==> src/rtl/mem_access_unit.sv <==
// Memory-stage load/store unit: one request at a time onto a req/gnt/rvalid SRAM bus,
// with byte-lane enables, load extension and grant/response timeout. Optional macro: MEM_ADDR_CHECK_EN.
module mem_access_unit #(
  parameter int DATA_W  = 32,
  parameter int ADDR_W  = 32,
  parameter int TIMEOUT = 255
) (
  input  logic              clk,
  input  logic              rst,
  input  logic              req_valid,
  output logic              req_ready,
  input  logic [ADDR_W-1:0] address,
  input  logic [DATA_W-1:0] rt_value,
  input  logic [1:0]        mem_type,
  input  logic [2:0]        mem_size,
  input  logic              mem_signed,
  output logic              mem_en,
  output logic [DATA_W/8-1:0] mem_wen,
  output logic [ADDR_W-1:0] mem_addr,
  output logic [DATA_W-1:0] mem_wdata,
  input  logic              mem_gnt,
  input  logic              mem_rvalid,
  input  logic [DATA_W-1:0] mem_rdata,
  output logic              resp_valid,
  output logic [DATA_W-1:0] result,
  output logic              address_error,
  output logic              bus_error,
  output logic              busy
);
  localparam int NB  = DATA_W / 8;
  localparam int OFS = $clog2(NB);

  // Encodings shared with the pipeline's common definitions
  localparam logic [1:0] MEM_NOOP = 2'd0, MEM_LOAD = 2'd1, MEM_STOR = 2'd2;
  localparam logic [2:0] SZ_BYTE = 3'd0, SZ_HALF = 3'd1, SZ_FULL = 3'd2;

  typedef enum logic [1:0] {IDLE, REQ, WAIT, RESP} state_t;
  typedef enum logic [1:0] {W_BYTE, W_HALF, W_FULL} width_t;

  state_t            state, state_nx;
  width_t            sz, sz_q;
  logic [15:0]       cnt;
  logic              tmo, accept, misal, is_store, store_q, sgn_q;
  logic [OFS-1:0]    off_raw, off, off_q;
  logic [OFS+2:0]    sh_q;
  logic [NB-1:0]     wen_c;
  logic [DATA_W-1:0] wdata_c, ext;
  logic [7:0]        b_v;
  logic [15:0]       h_v;

  always_comb begin
    case (mem_size)
      SZ_BYTE: sz = W_BYTE;
      SZ_HALF: sz = W_HALF;
      SZ_FULL: sz = W_FULL;
      default: sz = W_FULL;
    endcase
  end

  assign accept   = req_valid && (state == IDLE) && (mem_type == MEM_LOAD || mem_type == MEM_STOR);
  assign is_store = (mem_type == MEM_STOR);
  assign off_raw  = address[OFS-1:0];

  always_comb begin
    off = off_raw;
`ifdef MEM_ADDR_CHECK_EN
    misal = (sz == W_HALF && off_raw[0]) || (sz == W_FULL && off_raw != '0);
`else
    // Without checking, wide accesses silently align down to their natural boundary
    if (sz == W_HALF) off[0] = 1'b0;
    else if (sz == W_FULL) off = '0;
    misal = 1'b0;
`endif
  end

  always_comb begin
    wen_c = '0;
    if (is_store) begin
      case (sz)
        W_BYTE:  wen_c = NB'(1) << off;
        W_HALF:  wen_c = NB'(3) << off;
        default: wen_c = '1;
      endcase
    end
  end

  assign wdata_c = rt_value << {off, 3'b000};
  assign sh_q    = {off_q, 3'b000};
  assign b_v     = mem_rdata[sh_q +: 8];
  assign h_v     = mem_rdata[sh_q +: 16];

  always_comb begin
    ext = '0;
    if (!store_q) begin
      case (sz_q)
        W_BYTE:  ext = {{(DATA_W-8){sgn_q & b_v[7]}}, b_v};
        W_HALF:  ext = {{(DATA_W-16){sgn_q & h_v[15]}}, h_v};
        default: ext = mem_rdata;
      endcase
    end
  end

  assign tmo = (cnt == 16'(TIMEOUT - 1));

  always_comb begin
    state_nx = state;
    case (state)
      IDLE: if (accept) state_nx = misal ? RESP : REQ;
      REQ:  if (mem_gnt) state_nx = WAIT; else if (tmo) state_nx = RESP;
      WAIT: if (mem_rvalid || tmo) state_nx = RESP;
      RESP: state_nx = IDLE;
      default: state_nx = IDLE;
    endcase
  end

  assign req_ready  = (state == IDLE);
  assign busy       = (state != IDLE);
  assign mem_en     = (state == REQ);
  assign resp_valid = (state == RESP);

  always_ff @(posedge clk or negedge rst) begin
    if (!rst) begin
      state <= IDLE;  cnt <= '0;
      sz_q <= W_BYTE; off_q <= '0; store_q <= 1'b0; sgn_q <= 1'b0;
      mem_addr <= '0; mem_wen <= '0; mem_wdata <= '0;
      result <= '0;   address_error <= 1'b0; bus_error <= 1'b0;
    end else begin
      state <= state_nx;
      if (state_nx != state) cnt <= '0;
      else if (state == REQ || state == WAIT) cnt <= cnt + 16'd1;
      case (state)
        IDLE: if (accept) begin
          sz_q <= sz; off_q <= off; store_q <= is_store; sgn_q <= mem_signed;
          if (misal) begin
            result <= '0; address_error <= 1'b1; bus_error <= 1'b0;
          end else begin
            mem_addr  <= {address[ADDR_W-1:OFS], {OFS{1'b0}}};
            mem_wen   <= wen_c;
            mem_wdata <= wdata_c;
          end
        end
        REQ: if (!mem_gnt && tmo) begin
          result <= '0; address_error <= 1'b0; bus_error <= 1'b1;
        end
        WAIT: if (mem_rvalid) begin
          result <= ext; address_error <= 1'b0; bus_error <= 1'b0;
        end else if (tmo) begin
          result <= '0; address_error <= 1'b0; bus_error <= 1'b1;
        end
        default: ;
      endcase
    end
  end
endmodule

==> config.mk <==
export PLATFORM = sky130hd
export DESIGN_NAME = mem_access_unit
export DESIGN_NICKNAME = d
export VERILOG_FILES = /design/src/rtl/mem_access_unit.sv
export SDC_FILE = /design/constraint.sdc
export NUM_CORES = 1
export LEC_CHECK = 0
export ABC_CLOCK_PERIOD_IN_PS = 2200
export BUFFER_PORTS_ARGS = -buffer_cell sky130_fd_sc_hd__clkbuf_2
export CAP_MARGIN = 10
export CORE_MARGIN = 4
export CORE_UTILIZATION = 30
export CTS_BUF_LIST = sky130_fd_sc_hd__clkbuf_8
export CTS_CLUSTER_SIZE = 14
export DETAILED_ROUTE_END_ITERATION = 6
export PLACE_DENSITY = 0.53
export SLEW_MARGIN = 20
export SYNTH_ARGS = -nofsm -noshare
export SYNTH_HDL_FRONTEND = slang
export SYNTH_SLANG_ARGS = --single-unit
==> constraint.sdc <==
create_clock -name clk -period 2.2 [get_ports clk]
set_input_delay 0.44 -clock clk [delete_from_list [all_inputs] [get_ports clk]]
set_output_delay 0.44 -clock clk [all_outputs]
set_load 0.005 [all_outputs]
==> impl_results.html, run 1 <==
<table>
<tr><th>Metric</th><th>Value</th></tr>
<tr><th colspan="2">Synthesis</th></tr>
<tr><td>Cell types occupying the most area after synthesis</td><td>sky130_fd_sc_hd__dfrtp_1 51%, sky130_fd_sc_hd__nand2_1 8.8%, sky130_fd_sc_hd__a22o_1 3.8%</td></tr>
<tr><td>Share of cell area taken by muxes after synthesis</td><td>0.0618</td></tr>
<tr><td>Dominant combinational cell family by area after synthesis</td><td>simple AND/OR/NAND/NOR gates</td></tr>
<tr><td>Synthesized area</td><td>between 0.006 and 0.007 mm²</td></tr>
<tr><td>Post-synth top flop</td><td>sky130_fd_sc_hd__dfrtp_1</td></tr>
<tr><td>Commonest cells in the netlist</td><td>141 x sky130_fd_sc_hd__nand2_1, 123 x sky130_fd_sc_hd__dfrtp_1, 55 x sky130_fd_sc_hd__nor2_1, 36 x sky130_fd_sc_hd__o21ai_0, 26 x sky130_fd_sc_hd__a22o_1</td></tr>
<tr><td>Leading area contributor after synthesis</td><td>sky130_fd_sc_hd__dfrtp_1</td></tr>
<tr><td>Compound-gate portion of the synthesized area</td><td>0.168</td></tr>
<tr><td>Synth Area in Simple Gates</td><td>0.183</td></tr>
<tr><td>Count leader, synth</td><td>sky130_fd_sc_hd__nand2_1</td></tr>
<tr><td>Sequential cell area fraction in the yosys report</td><td>0.510</td></tr>
<tr><td>Fraction of post-synthesis cell area in the top cell type by area</td><td>0.510</td></tr>
<tr><td>Post-synthesis instance total</td><td>between 600 and 700</td></tr>
<tr><td>Arithmetic-cell share of the synthesized area counting full adders, half adders and majority gates</td><td>0.0166</td></tr>
<tr><td>Yosys cell types</td><td>56</td></tr>
<tr><td>Yosys warning total</td><td>0</td></tr>
<tr><td>Proportion of synthesized flip-flops having asynchronous set or reset</td><td>1.00</td></tr>
<tr><td>Mean cell area of the mapped netlist</td><td>9.82 µm²</td></tr>
<tr><td>Flops &amp; latches, synth</td><td>123</td></tr>
<tr><td>Post-synth EDFFs</td><td>0</td></tr>
<tr><td>Xor/xnor cell area share of the yosys netlist</td><td>0.0218</td></tr>
<tr><th colspan="2">Pwr</th></tr>
<tr><td>Combinational share of power</td><td>0.421</td></tr>
<tr><td>Power density over the cells</td><td>1220 mW/mm²</td></tr>
<tr><td>Flop pwr share</td><td>0.393</td></tr>
<tr><td>Total leakage power</td><td>3.98 nW</td></tr>
<tr><td>Portion of total power attributed to the clock network</td><td>0.186</td></tr>
<tr><td>Cell-internal power</td><td>about 0.006 W</td></tr>
<tr><td>Fraction of power spent switching nets</td><td>0.377</td></tr>
<tr><td>Sw power</td><td>0.00367 W</td></tr>
<tr><td>Worst VDD drop</td><td>563 µV</td></tr>
<tr><th colspan="2">STA</th></tr>
<tr><td>Clk_skew</td><td>between 0.01 and 0.015 ns</td></tr>
<tr><td>Slew of the pin with the lowest slew margin</td><td>between 0.6 and 0.7 ns</td></tr>
<tr><td>Crit path time final</td><td>approximately 2.1 ns</td></tr>
<tr><td>Number of hold violations in the final report</td><td>0</td></tr>
<tr><td>Final-layout worst hold slack</td><td>0.205 ns</td></tr>
<tr><td>Endpoints failing setup</td><td>0</td></tr>
<tr><td>Final Max Tran Viols</td><td>0</td></tr>
<tr><td>Period utilisation layout</td><td>0.968</td></tr>
<tr><td>Peak clock frequency supported by timing</td><td>roughly 470 MHz</td></tr>
<tr><td>Worst max-slew margin expressed relative to the limit</td><td>0.579</td></tr>
<tr><td>Setup TNS</td><td>0 ns</td></tr>
<tr><td>Worst setup margin</td><td>roughly 0.070 ns</td></tr>
<tr><th colspan="2">Route</th></tr>
<tr><td>DRC</td><td>0</td></tr>
<tr><td>Total number of vias</td><td>approximately 5.3k</td></tr>
<tr><td>Overall routed net length</td><td>18.1 mm</td></tr>
<tr><td>Iteration-0 DRC Markers</td><td>205</td></tr>
<tr><td>Avg WL per Cell</td><td>~16 µm</td></tr>
<tr><td>Number of routed nets with antenna violations</td><td>0</td></tr>
<tr><td>Number of optimization iterations in the first detailed-route pass</td><td>4</td></tr>
<tr><td>Via-per-instance ratio</td><td>4.73</td></tr>
<tr><th colspan="2">Global routing</th></tr>
<tr><td>Global-route wire length before repair</td><td>28.7 mm</td></tr>
<tr><td>Sum of overflow across all layers after global routing</td><td>0</td></tr>
<tr><td>Vias in the first global route</td><td>5,426</td></tr>
<tr><td>Number of antenna violations at the first check in global routing</td><td>0</td></tr>
<tr><td>Largest net degree at the start of global routing</td><td>71</td></tr>
<tr><td>Overall routing resource usage</td><td>0.161</td></tr>
<tr><th colspan="2">Setup path</th></tr>
<tr><td>Setup crit start kind</td><td>flip-flop</td></tr>
<tr><td>Critical Path Sink Type</td><td>flip-flop</td></tr>
<tr><td>Setup slack of the most critical reg-to-reg path</td><td>0.07 ns</td></tr>
<tr><td>Startpoint of the worst-slack reg-to-reg timing path</td><td>cnt[0]</td></tr>
<tr><td>Required time of the worst setup path</td><td>approximately 2.5 ns</td></tr>
<tr><td>Maximum fanout count along the critical path</td><td>32</td></tr>
<tr><td>Register-to-Register Path Depth</td><td>8</td></tr>
<tr><td>Path type of the worst setup path</td><td>flip-flop to flip-flop</td></tr>
<tr><td>Data arrival time of the critical path</td><td>2.44 ns</td></tr>
<tr><td>Worst reg2reg endpoint</td><td>result[28]</td></tr>
<tr><th colspan="2">Finish</th></tr>
<tr><td>Post-Route Utilization</td><td>0.408</td></tr>
<tr><td>Fill cell total of the finished layout</td><td>2,025</td></tr>
<tr><td>Area of combinational cells with multiple inputs</td><td>0.00279 mm²</td></tr>
<tr><td>Antenna cell count</td><td>0</td></tr>
<tr><td>Synth-to-layout area growth</td><td>32.4%</td></tr>
<tr><td>Share of post-route cells with drive strength above 1</td><td>0.360</td></tr>
<tr><td>Final nets</td><td>959</td></tr>
<tr><td>Area of all placed cells without fillers</td><td>~0.0080 mm²</td></tr>
<tr><td>Sequential Area</td><td>0.00308 mm²</td></tr>
<tr><th colspan="2">Clock network</th></tr>
<tr><td>Clk pin slew, worst setup/hold paths</td><td>0.07 ns</td></tr>
<tr><td>Source-to-sink clock delay at the later pin of the worst-skew pair</td><td>0.42 ns</td></tr>
<tr><td>CTS tree</td><td>done</td></tr>
<tr><td>Clock tree root buffer cell</td><td>sky130_fd_sc_hd__clkbuf_8</td></tr>
<tr><td>TritonCTS buffer count</td><td>17</td></tr>
<tr><td>TritonCTS Sinks</td><td>roughly 120</td></tr>
<tr><td>Clock Path Buffers</td><td>2</td></tr>
<tr><td>Max H-tree Level</td><td>4</td></tr>
<tr><th colspan="2">Floorplan</th></tr>
<tr><td>Starting density of the core</td><td>0.308</td></tr>
<tr><td>Die Footprint</td><td>0.0224 mm²</td></tr>
<tr><td>Area of the core</td><td>0.0196 mm²</td></tr>
<tr><td>Horizontal die dimension</td><td>roughly 150 µm</td></tr>
<tr><td>Num rows</td><td>51</td></tr>
<tr><td>Ports</td><td>213</td></tr>
<tr><td>Die Ht</td><td>150 µm</td></tr>
<tr><th colspan="2">Placed design</th></tr>
<tr><td>Cell area after placement</td><td>0.00758 mm²</td></tr>
<tr><td>Final weighted congestion in routability-driven placement</td><td>between 0.7 and 0.8</td></tr>
<tr><td>PortBufs</td><td>209</td></tr>
<tr><td>Hpwl dp</td><td>13.6 mm</td></tr>
<tr><td>Pre-CTS WS</td><td>0.0376 ns</td></tr>
<tr><th colspan="2">Hold path</th></tr>
<tr><td>Hold wc startpoint</td><td>address[28]</td></tr>
<tr><td>Path class of the lowest-slack min-delay path</td><td>input port to flip-flop</td></tr>
<tr><td>Hold endpoint</td><td>mem_addr[28]</td></tr>
<tr><td>Worst Hold Depth</td><td>3</td></tr>
<tr><th colspan="2">Outcome</th></tr>
<tr><td>Outcome</td><td>finished clean</td></tr>
<tr><th colspan="2">Flow run</th></tr>
<tr><td>Count of max-cap constraint violations</td><td>0</td></tr>
</table>
==> per-stage QoR <==
| step | cells | power (W) |
|---|---|---|
| 2_1_floorplan | 616 | 0.00598 |
| 3_3_place_gp | 1087 | 0.00797 |
| 3_5_place_dp | 1087 | 0.00798 |
| 4_1_cts | 1119 | 0.00985 |
| 5_1_grt | 1121 | 0.0105 |
| 6_report | 1121 | 0.00973 |
==> state kept, by name, indices dropped and copies added (netlist names) <==
register / cells
store_q: 1
bus_error: 1
mem_addr: 30
sz_q: 2
state: 2
result: 32
mem_wen: 4
mem_wdata: 32
sgn_q: 1
cnt: 16
off_q: 2
==> what timing repair did <==
action,in CTS,in global routing
hold endpoints to repair,19,0
buffers inserted,0,2
resized for setup,0,9
endpoints found under the setup margin,0,18
hold buffers,1,0
==> metal layers <==
metal,global-route usage,up-vias,routed length (µm)
met4,0.0361,0,141
li1,-,2603,-
met1,0.205,2518,7800
met3,0.0645,11,1650
met2,0.259,172,8470
met5,0,-,0
==> critical path, cell delays in order (launching register included) <==
cell and delay [ns]:
sky130_fd_sc_hd__dfrtp_1 0.38, sky130_fd_sc_hd__inv_1 0.06, sky130_fd_sc_hd__ha_1 0.13, sky130_fd_sc_hd__or4b_4 0.47, sky130_fd_sc_hd__nor3_4 0.23, sky130_fd_sc_hd__and2_4 0.21, sky130_fd_sc_hd__a31oi_4 0.10, sky130_fd_sc_hd__buf_12 0.18
sky130_fd_sc_hd__a22o_4 0.26
==> cell usage in the layout (no fill, tap or decap), types with 17 or more instances in the layout <==
master | synthesis | routed
sky130_fd_sc_hd__mux2i_1 | 17 | 17
sky130_fd_sc_hd__nand2b_1 | 18 | 18
sky130_fd_sc_hd__clkbuf_2 | 0 | 208
sky130_fd_sc_hd__clkbuf_8 | 0 | 19
sky130_fd_sc_hd__o21ai_0 | 36 | 36
sky130_fd_sc_hd__nand2_1 | 141 | 141
sky130_fd_sc_hd__a22o_1 | 26 | 26
sky130_fd_sc_hd__buf_4 | 5 | 30
sky130_fd_sc_hd__dfrtp_1 | 123 | 122
sky130_fd_sc_hd__nor2_1 | 55 | 54
sky130_fd_sc_hd__o2bb2ai_1 | 18 | 18
==> worst max path at each step <==
stage,start,to
after floorplan,cnt[0],result[28]
after global placement,state[1],cnt[1]
after detailed placement,state[1],cnt[1]
after CTS,state[1],cnt[1]
after global routing,cnt[0],result[28]
final,cnt[0],result[28]
==> power by group through the flow <==
stage	clock network (W)	logic [W]	registers [W]
after floorplan	0	0.00216	0.00382
after global placement	0	0.00411	0.00386
after detailed placement	0	0.00414	0.00384
after CTS	0.00188	0.00414	0.00383
after global routing	0.00200	0.00457	0.00395
final	0.00181	0.00409	0.00382
==> logic make-up (layout without fill, tap and decap cells) <==
kind of cell,Yosys count,after routing
other,1,3
AND/OR/NAND/NOR,250,250
multiplexers,34,34
XOR/XNOR,15,15
AO/OA/AOI/OAI,136,136
buffers and inverters,47,287
flip-flops,123,123
adder cells (fa/ha/maj),8,8
==> cell type report <==
cell class,count,share of cell area
Clock inverter,12,0.0107
Sequential cell,123,0.385
Inverter,10,0.00470
Tap cell,265,0.0415
Timing Repair Buffer,246,0.176
Multi-Input combinational cell,446,0.349
Clock buffer,19,0.0327
Power figures use the tool's default switching activity.
==> run 2: changes to the inputs <==
--- a/config.mk
+++ b/config.mk
@@ -14,6 +14,8 @@
 export CTS_CLUSTER_SIZE = 14
 export DETAILED_ROUTE_END_ITERATION = 6
 export PLACE_DENSITY = 0.53
+export RECOVER_POWER = 100
+export REMOVE_ABC_BUFFERS = 1
 export SLEW_MARGIN = 20
 export SYNTH_ARGS = -nofsm -noshare
 export SYNTH_HDL_FRONTEND = slang
==> run 2 against run 1 <==
Against the previous run: clock power grew 20%; worst setup slack gained 0.025 ns; sequential power is essentially flat; combinational power shrank 2%; power grew 3.0%; flip-flop and latch count is the same; maximum frequency grew 1.2%; core utilization shrank 0.070 points; via count grew 0.13%; design area shrank 0.17%; worst hold slack lost 0.028 ns; first-iteration DRC count shrank 7.3%.
==> impl_results.html, run 2 (synthesis results as in run 1) <==
<table>
<tr><th>Metric</th><th>Value</th></tr>
<tr><th colspan="2">Pwr</th></tr>
<tr><td>Power after layout</td><td>0.0100 W (was 0.00973 W)</td></tr>
<tr><td>Fraction of power spent switching nets</td><td>0.382 (was 0.377)</td></tr>
<tr><td>Power density over the cells</td><td>1260 mW/mm² (was 1220 mW/mm²)</td></tr>
<tr><td>Cell-internal power</td><td>0.00620 W (was 0.00606 W)</td></tr>
<tr><td>Worst VDD drop</td><td>562 µV (was 563 µV)</td></tr>
<tr><td>Total leakage power</td><td>3.81 nW (was 3.98 nW)</td></tr>
<tr><td>Combinational share of power</td><td>0.401 (was 0.421)</td></tr>
<tr><td>Portion of total power attributed to the clock network</td><td>0.217 (was 0.186)</td></tr>
<tr><td>Flop pwr share</td><td>0.382 (was 0.393)</td></tr>
<tr><td>Sw power</td><td>0.00383 W (was 0.00367 W)</td></tr>
<tr><th colspan="2">Global routing</th></tr>
<tr><td>Sum of overflow across all layers after global routing</td><td>0 (unchanged)</td></tr>
<tr><td>Vias in the first global route</td><td>5,407 (was 5,426)</td></tr>
<tr><td>Overall routing resource usage</td><td>0.162 (was 0.161)</td></tr>
<tr><td>Number of antenna violations at the first check in global routing</td><td>0 (unchanged)</td></tr>
<tr><td>Largest net degree at the start of global routing</td><td>47 (was 71)</td></tr>
<tr><td>Global-route wire length before repair</td><td>28.9 mm (was 28.7 mm)</td></tr>
<tr><th colspan="2">STA</th></tr>
<tr><td>Clk_skew</td><td>0.0138 ns (was 0.0123 ns)</td></tr>
<tr><td>Period utilisation layout</td><td>0.957 (was 0.968)</td></tr>
<tr><td>Worst max-slew margin expressed relative to the limit</td><td>0.450 (was 0.579)</td></tr>
<tr><td>Final Max Tran Viols</td><td>0 (unchanged)</td></tr>
<tr><td>Endpoints failing setup</td><td>0 (unchanged)</td></tr>
<tr><td>Crit path time final</td><td>2.10 ns (was 2.13 ns)</td></tr>
<tr><td>Worst setup margin</td><td>0.0953 ns (was 0.0699 ns)</td></tr>
<tr><td>Slew of the pin with the lowest slew margin</td><td>0.822 ns (was 0.626 ns)</td></tr>
<tr><td>Number of hold violations in the final report</td><td>0 (unchanged)</td></tr>
<tr><td>RSZ-0062 raised after global routing</td><td>false</td></tr>
<tr><td>Peak clock frequency supported by timing</td><td>475 MHz (was 469 MHz)</td></tr>
<tr><td>Final-layout worst hold slack</td><td>0.178 ns (was 0.205 ns)</td></tr>
<tr><th colspan="2">Finish</th></tr>
<tr><td>Largest registers</td><td>mem_wdata: 32 flops, result: 32 flops, mem_addr: 30 flops (unchanged)</td></tr>
<tr><td>Final cell count without fillers</td><td>1,130 (was 1,121)</td></tr>
<tr><td>Final nets</td><td>967 (was 959)</td></tr>
<tr><td>Synth-to-layout area growth</td><td>32.2% (was 32.4%)</td></tr>
<tr><td>Most frequent standard cell in the layout excluding fill and tap cells</td><td>sky130_fd_sc_hd__clkbuf_2 (unchanged)</td></tr>
<tr><td>Share of post-route cells with drive strength above 1</td><td>0.296 (was 0.360)</td></tr>
<tr><td>Post-Route Utilization</td><td>0.407 (was 0.408)</td></tr>
<tr><td>Fill cell total of the finished layout</td><td>2,036 (was 2,025)</td></tr>
<tr><td>Most frequent cells in the layout</td><td>148 x sky130_fd_sc_hd__clkbuf_2, 141 x sky130_fd_sc_hd__nand2_1, 123 x sky130_fd_sc_hd__dfrtp_1, 65 x sky130_fd_sc_hd__clkbuf_1, 53 x sky130_fd_sc_hd__nor2_1 (was 208 x sky130_fd_sc_hd__clkbuf_2, 141 x sky130_fd_sc_hd__nand2_1, 122 x sky130_fd_sc_hd__dfrtp_1, 54 x sky130_fd_sc_hd__nor2_1, 36 x sky130_fd_sc_hd__o21ai_0)</td></tr>
<tr><td>Antenna cell count</td><td>0 (unchanged)</td></tr>
<tr><th colspan="2">Route</th></tr>
<tr><td>Overall routed net length</td><td>18.2 mm (was 18.1 mm)</td></tr>
<tr><td>Number of optimization iterations in the first detailed-route pass</td><td>4 (unchanged)</td></tr>
<tr><td>DRC</td><td>0 (unchanged)</td></tr>
<tr><td>Number of routed nets with antenna violations</td><td>0 (unchanged)</td></tr>
<tr><td>Avg WL per Cell</td><td>16.1 µm (about the same)</td></tr>
<tr><td>Via-per-instance ratio</td><td>4.70 (was 4.73)</td></tr>
<tr><td>Iteration-0 DRC Markers</td><td>190 (was 205)</td></tr>
<tr><td>Total number of vias</td><td>5,311 (was 5,304)</td></tr>
<tr><th colspan="2">Floorplan</th></tr>
<tr><td>Ports</td><td>213 (unchanged)</td></tr>
<tr><td>Starting density of the core</td><td>0.308 (unchanged)</td></tr>
<tr><td>Die Ht</td><td>150 µm (unchanged)</td></tr>
<tr><td>Horizontal die dimension</td><td>150 µm (unchanged)</td></tr>
<tr><td>Die Footprint</td><td>0.0224 mm² (unchanged)</td></tr>
<tr><td>Area of the core</td><td>0.0196 mm² (unchanged)</td></tr>
<tr><td>Num rows</td><td>51 (unchanged)</td></tr>
<tr><th colspan="2">Setup path</th></tr>
<tr><td>Required time of the worst setup path</td><td>2.53 ns (was 2.51 ns)</td></tr>
<tr><td>CP peak stage delay</td><td>0.47 ns (about the same)</td></tr>
<tr><td>Maximum fanout count along the critical path</td><td>16 (was 32)</td></tr>
<tr><td>Worst reg2reg endpoint</td><td>result[14] (was result[28])</td></tr>
<tr><td>Setup crit start kind</td><td>flip-flop (unchanged)</td></tr>
<tr><td>Critical path's slowest cell</td><td>sky130_fd_sc_hd__or4b_4 (unchanged)</td></tr>
<tr><td>Worst-path cell chain</td><td>inv_2 &gt; ha_4 &gt; or4b_4 &gt; nor3_4 &gt; and2_4 &gt; a31oi_4 &gt; buf_4 &gt; a21o_1 (was inv_1 &gt; ha_1 &gt; or4b_4 &gt; nor3_4 &gt; and2_4 &gt; a31oi_4 &gt; buf_12 &gt; a22o_4)</td></tr>
<tr><td>Path type of the worst setup path</td><td>flip-flop to flip-flop (unchanged)</td></tr>
<tr><td>Startpoint of the worst-slack reg-to-reg timing path</td><td>cnt[0] (unchanged)</td></tr>
<tr><td>Register-to-Register Path Depth</td><td>8 (unchanged)</td></tr>
<tr><td>Data arrival time of the critical path</td><td>2.44 ns (about the same)</td></tr>
<tr><td>Setup slack of the most critical reg-to-reg path</td><td>0.1 ns (was 0.07 ns)</td></tr>
<tr><td>Critical Path Sink Type</td><td>flip-flop (unchanged)</td></tr>
<tr><th colspan="2">Placed design</th></tr>
<tr><td>Cell count after placement</td><td>1,090 (was 1,087)</td></tr>
<tr><td>Hpwl dp</td><td>13.3 mm (was 13.6 mm)</td></tr>
<tr><td>Pre-CTS WS</td><td>0.0698 ns (was 0.0376 ns)</td></tr>
<tr><td>PortBufs</td><td>209 (unchanged)</td></tr>
<tr><td>Final weighted congestion in routability-driven placement</td><td>0.786 (was 0.784)</td></tr>
<tr><th colspan="2">Clock network</th></tr>
<tr><td>TritonCTS Sinks</td><td>123 (unchanged)</td></tr>
<tr><td>Clk pin slew, worst setup/hold paths</td><td>0.09 ns (was 0.07 ns)</td></tr>
<tr><td>CTS tree</td><td>done (unchanged)</td></tr>
<tr><td>Max H-tree Level</td><td>4 (unchanged)</td></tr>
<tr><td>Clock tree root buffer cell</td><td>sky130_fd_sc_hd__clkbuf_8 (unchanged)</td></tr>
<tr><td>Clock Path Buffers</td><td>2 (unchanged)</td></tr>
<tr><td>Source-to-sink clock delay at the later pin of the worst-skew pair</td><td>0.44 ns (was 0.42 ns)</td></tr>
<tr><td>TritonCTS buffer count</td><td>17 (unchanged)</td></tr>
<tr><th colspan="2">Hold path</th></tr>
<tr><td>Worst Hold Depth</td><td>3 (unchanged)</td></tr>
<tr><td>Path class of the lowest-slack min-delay path</td><td>input port to flip-flop (unchanged)</td></tr>
<tr><td>Hold wc startpoint</td><td>address[30] (was address[28])</td></tr>
<tr><td>Hold endpoint</td><td>mem_addr[30] (was mem_addr[28])</td></tr>
<tr><th colspan="2">Flow run</th></tr>
<tr><td>Count of max-cap constraint violations</td><td>0 (unchanged)</td></tr>
<tr><th colspan="2">Outcome</th></tr>
<tr><td>Outcome</td><td>finished clean (unchanged)</td></tr>
</table>
[run 2: cell count changes in the layout (fill, tap and decap cells not counted), moves of 2 or more]
cell	change
sky130_fd_sc_hd__inv_6	+3
sky130_fd_sc_hd__bufinv_16	+2
sky130_fd_sc_hd__clkinv_2	-4
sky130_fd_sc_hd__inv_1	-5
sky130_fd_sc_hd__clkinv_4	+4
sky130_fd_sc_hd__clkbuf_4	+2
sky130_fd_sc_hd__clkbuf_1	+65
sky130_fd_sc_hd__buf_4	+3
sky130_fd_sc_hd__clkbuf_2	-60
sky130_fd_sc_hd__buf_12	-4
sky130_fd_sc_hd__clkbuf_8	-2
[run 2: timing repair]
item / 4_1_cts / 5_1_grt
setup endpoints to repair: 0 / 33
hold endpoints to repair: 27 / 0
setup buffers: 0 / 5
gates resized for setup: 0 / 8
hold buffers: 1 / 0
[run 2: power groups by stage]
stage | combinational, W | sequential [W] | clock (W)
floorplan | 0.00192 | 0.00389 | 0
global placement | 0.00405 | 0.00390 | 0
finish | 0.00402 | 0.00383 | 0.00217
detailed placement | 0.00412 | 0.00386 | 0
CTS | 0.00410 | 0.00385 | 0.00226
global route | 0.00455 | 0.00396 | 0.00235
[run 2: worst max-delay path by stage]
stage	to	start	slack, ns
floorplan	mem_wdata[16]	mem_size[2]	-2.66
global route	mem_wdata[29]	state[0]	0.003
detailed placement	mem_wdata[16]	mem_size[1]	0.07
global placement	mem_wdata[16]	mem_size[1]	0.1
finish	result[14]	cnt[0]	0.1
CTS	cnt[1]	state[1]	0.06
[run 2: per-layer routing]
layer	up-vias	global-route usage	routed length (µm)
met5	-	0	0
met4	0	0.0393	200
met3	17	0.0536	1300
met2	179	0.251	8240
met1	2504	0.220	8440
li1	2611	-	-
[run 2: critical path, delay by kind of cell (launching register included)]
kind	cells	cell delay (ns)
AND/OR/NAND/NOR	3	0.87
flip-flops	1	0.39
AO/OA/AOI/OAI	2	0.32
buffers and inverters	2	0.31
adder cells (fa/ha/maj)	1	0.11
[run 2: cell type report]
| type | count | area, µm² | share of cell area |
|---|---|---|---|
| clock inverters | 15 | 190 | 0.0239 |
| repair buffers | 254 | 1330 | 0.167 |
| multi-input cells | 446 | 2770 | 0.348 |
| flip-flops and latches | 123 | 3080 | 0.386 |
| inverters | 10 | 37.5 | 0.00471 |
| clock buffers | 17 | 234 | 0.0293 |
| well taps | 265 | 332 | 0.0416 |
[run 2: per-stage QoR]
stage	setup TNS (ns)	cell area (µm²)
finish	0	7970
global route	0	7970
CTS	0	8000
detailed placement	0	7560
global placement	0	7560
floorplan	-126.69	5850
